File: src/rtl/fetch_ctrl.sv
// fetch_ctrl
//
// Fetch-side controller feeding the IF/ID register. It owns the fetch PC,
// issues requests to a variable-latency instruction memory and applies the
// ID-stage stall and the EX-stage branch redirect. A one-entry skid buffer
// catches a beat that lands while decode is stalled, so no beat is lost.
//
// Ports:
//   clk            clock, all state updates on the rising edge
//   reset          asynchronous, active-low reset
//   stall_req      ID asks IF/ID to hold (load-use hazard)
//   branch_taken   redirect fetch this cycle and flush IF/ID
//   branch_target  redirect address, low two bits ignored
//   mem_req        instruction memory request
//   mem_addr       request address
//   mem_ready      memory returns mem_rdata this cycle
//   mem_rdata      fetched instruction
//   pc_ID          PC of the instruction in IF/ID
//   instr_ID       instruction in IF/ID
//   valid_ID       IF/ID holds a real instruction
//   busy           a fetch is outstanding (FETCH or DROP)
//
// Memory handshake: a beat completes on a rising edge where mem_req=1 and
// mem_ready=1 (mem_ready may rise in the same cycle mem_req rises). While
// mem_req=1 and mem_ready=0, mem_addr is held stable. Once issued, a request
// is never withdrawn except by reset; a redirect lets the old beat finish
// (DROP) and throws its data away. mem_rdata is only looked at when a beat
// completes.

module fetch_ctrl #(
  parameter logic [31:0] RESET_PC  = 32'h0000_0000,
  parameter logic [31:0] NOP_INSTR = 32'h0000_0013
) (
  input  logic        clk,
  input  logic        reset,
  input  logic        stall_req,
  input  logic        branch_taken,
  input  logic [31:0] branch_target,
  output logic        mem_req,
  output logic [31:0] mem_addr,
  input  logic        mem_ready,
  input  logic [31:0] mem_rdata,
  output logic [31:0] pc_ID,
  output logic [31:0] instr_ID,
  output logic        valid_ID,
  output logic        busy
);

  typedef enum logic [1:0] {
    IDLE  = 2'd0,
    FETCH = 2'd1,
    HOLD  = 2'd2,
    DROP  = 2'd3
  } state_t;

  state_t      state;
  logic [31:0] fetch_pc;
  logic [31:0] drop_addr;   // address of the abandoned beat still in flight
  logic [31:0] skid_pc;     // skid contents are meaningful only in HOLD
  logic [31:0] skid_instr;
  logic [31:0] target_aligned;

  assign target_aligned = {branch_target[31:2], 2'b00};

  // Outputs decode straight from the state register, so reset drops
  // mem_req without waiting for a clock.
  assign mem_req  = (state == FETCH) || (state == DROP);
  assign busy     = mem_req;
  assign mem_addr = (state == DROP) ? drop_addr : fetch_pc;

  always_ff @(posedge clk or negedge reset) begin
    if (!reset) begin
      state      <= IDLE;
      fetch_pc   <= RESET_PC;
      drop_addr  <= RESET_PC;
      skid_pc    <= 32'h0;
      skid_instr <= NOP_INSTR;
      pc_ID      <= 32'h0;
      instr_ID   <= NOP_INSTR;
      valid_ID   <= 1'b0;
    end else if (branch_taken) begin
      // Redirect beats stall and any completing beat. pc_ID is left alone;
      // the bubble is marked by valid_ID=0 and a NOP.
      fetch_pc <= target_aligned;
      instr_ID <= NOP_INSTR;
      valid_ID <= 1'b0;
      case (state)
        FETCH: begin
          if (mem_ready) begin
            state <= FETCH;
          end else begin
            // The old beat is still owed to us; keep its address on the bus.
            state     <= DROP;
            drop_addr <= fetch_pc;
          end
        end
        DROP:    state <= mem_ready ? FETCH : DROP;
        default: state <= FETCH;  // IDLE and HOLD (skid discarded)
      endcase
    end else begin
      case (state)
        IDLE: state <= FETCH;
        FETCH: begin
          if (mem_ready) begin
            if (stall_req) begin
              skid_pc    <= fetch_pc;
              skid_instr <= mem_rdata;
              state      <= HOLD;
            end else begin
              pc_ID    <= fetch_pc;
              instr_ID <= mem_rdata;
              valid_ID <= 1'b1;
            end
            fetch_pc <= fetch_pc + 32'd4;  // wraps mod 2^32
          end
        end
        HOLD: begin
          if (!stall_req) begin
            pc_ID    <= skid_pc;
            instr_ID <= skid_instr;
            valid_ID <= 1'b1;
            state    <= FETCH;
          end
        end
        DROP: begin
          if (mem_ready) state <= FETCH;
        end
        default: state <= IDLE;
      endcase
    end
  end

endmodule

File: config.mk
export PLATFORM = sky130hd
export DESIGN_NAME = fetch_ctrl
export DESIGN_NICKNAME = d
export VERILOG_FILES = /design/src/rtl/fetch_ctrl.sv
export SDC_FILE = /design/constraint.sdc
export NUM_CORES = 1
export LEC_CHECK = 0
export CORE_UTILIZATION = 31
export CTS_CLUSTER_DIAMETER = 200
export DETAILED_ROUTE_END_ITERATION = 6
export GPL_ROUTABILITY_DRIVEN = 0
export GPL_TIMING_DRIVEN = 0
export PLACE_DENSITY = 0.52
export RECOVER_POWER = 25
export SLEW_MARGIN = 10
export SYNTH_ARGS = -nofsm -noshare
export SYNTH_HDL_FRONTEND = slang
export SYNTH_SLANG_ARGS = --single-unit
File: constraint.sdc
create_clock -name clk -period 3.37 [get_ports clk]
set_input_delay 0.674 -clock clk [delete_from_list [all_inputs] [get_ports clk]]
set_output_delay 0.674 -clock clk [all_outputs]
set_load 0.01 [all_outputs]
==> flow_summary.ini <==
[floorplan]
die_h_um = 171
initial_utilization_pct = 31.6
rows = 61
die_x_um = 171
dieArea_sq_um = 29100
ios = 168
core_area_sq_um = 27900

[synth]
synthTopCellsByCount = dfrtp_1, mux2_2, mux2i_1, clkbuf_1, nor2_1
synth_top_flop_cell = dfrtp_1
netlist_instances = 768
syn_avg_cell_area_sq_um = 11.5
yosysMostFrequentCell = dfrtp_1
synth_top_area_cell = dfrtp_1
synth_cell_types = 44
synthTopCellsByArea = dfrtp_1, mux2_2, mux2i_1
async_reset_ff_share_pct = 100
synth_edf_count = 0
yosys_warnings = 0
syn_area_sq_um = 8810
ys_ff_latch = 187
synth_top_cell_area_share_pct = 51.4
ys_seq_area_share_pct = 53.2

[worst_setup_path]
crit_path_cell_trace = ha_1, clkbuf_1, clkbuf_4, mux2_2, clkdlybuf4s50_1
end_kind = output pin
startpoint_type = flop
path_max_fanout = 10
cpLargestDelayFamily = buffers and inverters
timing.critical_path.buf_inv = 3
worst_ep_arrival_time_ns = 2.56
critPathKind = flop to output pin
required_ns = 2.70
slowest_stage = clkdlybuf4s50_1
max_stage_delay_ns = 0.48

[sta]
layout_setup_ws_ns = 0.140
fmax_mhz = 310
period_minus_slack_ns = 3.23
skew_ns = 0.0123
tightest_slew_ns = 2.67
hold_viol = 0
setup_viol = 0
rsz0062_at_grt = true
whs_ns = 0.487
slew_violations = 102
slew_headroom_pct = -78.3
finalCritPeriodShare_pct = 95.8

[clocking]
htreeDepth = 4
cts_repair_resize_count = 3
root_buffer = clkbuf_16
cts_tree = built
cts_hold_buffers = 0
clk_path_buf_depth = 2
clock_sinks = 187
post_cts.repair.setup_buffers = 0
cts_made_buffers = 17
cts.clk_slew.worst_paths_ns = 0.07
clk_latency_ns = 0.43

[power_and_ir_drop]
vdd_drop_max_mv = 0.254
pwr-share-seq_pct = 40.0
swShare_pct = 33.5
pwr_density_cell_nw_per_um2 = 780
leakagePower_nw = 4.41
pwr-share-comb_pct = 38.4
p_int_mw = 5.95
clkPwrFrac_pct = 21.6
p_sw_mw = 3.00

[layout]
nNetsFinal = 1023
final_layout_size_suffix_gt1_share_pct = 17.5
final_area_sq_um = 11500
area_growth_syn_to_layout_pct = 30.2

[global_routing]
antenna_found_initial = 2
grt_pass1_wl_um = 37700
gr-total-overflow = 0
grt_usage_pct = 17.1
grt_pass1_vias = 6544
grt_max_degree = 103

[route]
drc = 0
ant_nets = 0
drt_iter0_drc = 328
drtPass1Iterations = 4
post_drt_wl_per_cell_um = 17.9
vias_per_cell = 4.88
drt-total-wl_um = 24100
dr_total_vias = 6549

[run]
maxCapViolCount = 1

[status]
outcome = complete, but fails checks
violations = max-capacitance violations, max-slew violations

[placed_design]
io_buffer_count = 159
place_ws_ns = 0.219
hpwl_um = 17000
placed_cell_area_sq_um = 10900

[worst_hold_path]
hold_class = flop to flop
==> flip-flops by register name, summed over array words and instances, names as in the netlist <==
register,flops
drop_addr,30
fetch_pc,30
instr_ID,32
pc_ID,30
skid_instr,32
skid_pc,30
state,2
valid_ID,1
==> path summary, 6_finish.rpt <==
check | startpoint | end | slack (ns) | cells after the start
min in group asynchronous | reset | drop_addr[23] | 1.07 | 1
worst max-delay path | state[1] | mem_addr[17] | 0.14 | 5
worst min register to register | drop_addr[9] | drop_addr[9] | 0.49 | 2
worst max register to register | state[1] | instr_ID[22] | 0.43 | 8
worst min-delay path | drop_addr[9] | drop_addr[9] | 0.49 | 2
max in group asynchronous | reset | skid_instr[30] | 0.72 | 1
==> cells in the final DEF (no fill, tap or decap), types with 8 or more instances in the layout <==
cell | netlist | layout
a211oi_1 | 29 | 29
a21oi_1 | 32 | 32
a31oi_1 | 46 | 46
buf_1 | 10 | 8
clkbuf_1 | 56 | 55
clkbuf_16 | 0 | 17
clkdlybuf4s50_1 | 0 | 158
dfrtp_1 | 181 | 181
mux2_2 | 113 | 113
mux2i_1 | 63 | 63
nand2_1 | 41 | 41
nand3_1 | 10 | 10
nand4_1 | 8 | 8
nor2_1 | 51 | 51
o21ai_0 | 26 | 26
o31ai_1 | 13 | 13
or4_1 | 14 | 14
==> per-stage QoR <==
step	utilization [%]	power, mW	cells	TNS, ns
2_1_floorplan	-	5.49	771	0
3_3_place_gp	39.1	7.03	1308	-1239.87
3_5_place_dp	39.2	7.09	1309	0
4_1_cts	41.2	9.06	1340	0
5_1_grt	41.2	9.53	1341	-0.00154
6_report	41.2	8.94	1341	0
==> metal layers <==
| metal | GRT usage, % | vias up | wire [um] |
|---|---|---|---|
| met2 | 26.6 | 136 | 10800 |
| met1 | 23.0 | 3235 | 11400 |
| li1 | - | 3158 | - |
| met4 | 4.90 | 2 | 340 |
| met3 | 5.23 | 18 | 1490 |
| met5 | 0 | - | 10 |
==> power groups by stage <==
stage	Clock [mW]	Sequential, mW	Combinational, mW
6_report	1.93	3.57	3.44
3_5_place_dp	0	3.62	3.47
2_1_floorplan	0	3.61	1.88
3_3_place_gp	0	3.59	3.44
5_1_grt	2.09	3.68	3.76
4_1_cts	1.99	3.58	3.49
==> worst reg2reg max path, delay by kind of cell (launching register included) <==
family | cells | cell delay (ns)
DFF | 1 | 0.43
and+or+nand+nor | 1 | 0.26
adders and majority gates | 1 | 0.22
buffers and inverters | 4 | 1.34
AOI/OAI and AO/OA | 2 | 0.55
==> cell type report <==
class                      instances  area [sq um]
fill                            2717         16400
sequential                       187          4690
multi-input combinational        503          3790
timing repair buffer             160          1610
tap                              378           473
clock buffer                      18           439
buffer                            74           322
clock inverter                    13           113
inverter                           7          26.3
antenna                            1          2.50
==> kinds of logic (layout without fill, tap and decap cells) <==
group	Yosys count	after routing	synth area share, %
xor gates and xnor gates	11	11	1.09
buffers and inverters	81	272	3.85
and+or+nand+nor	150	150	8.45
adders and majority gates	4	4	0.568
DFF	187	187	53.2
muxes	176	176	21.6
other	1	5	0.0426
AOI/OAI and AO/OA	158	158	11.2
No activity file was read; power rests on OpenSTA's default activity.
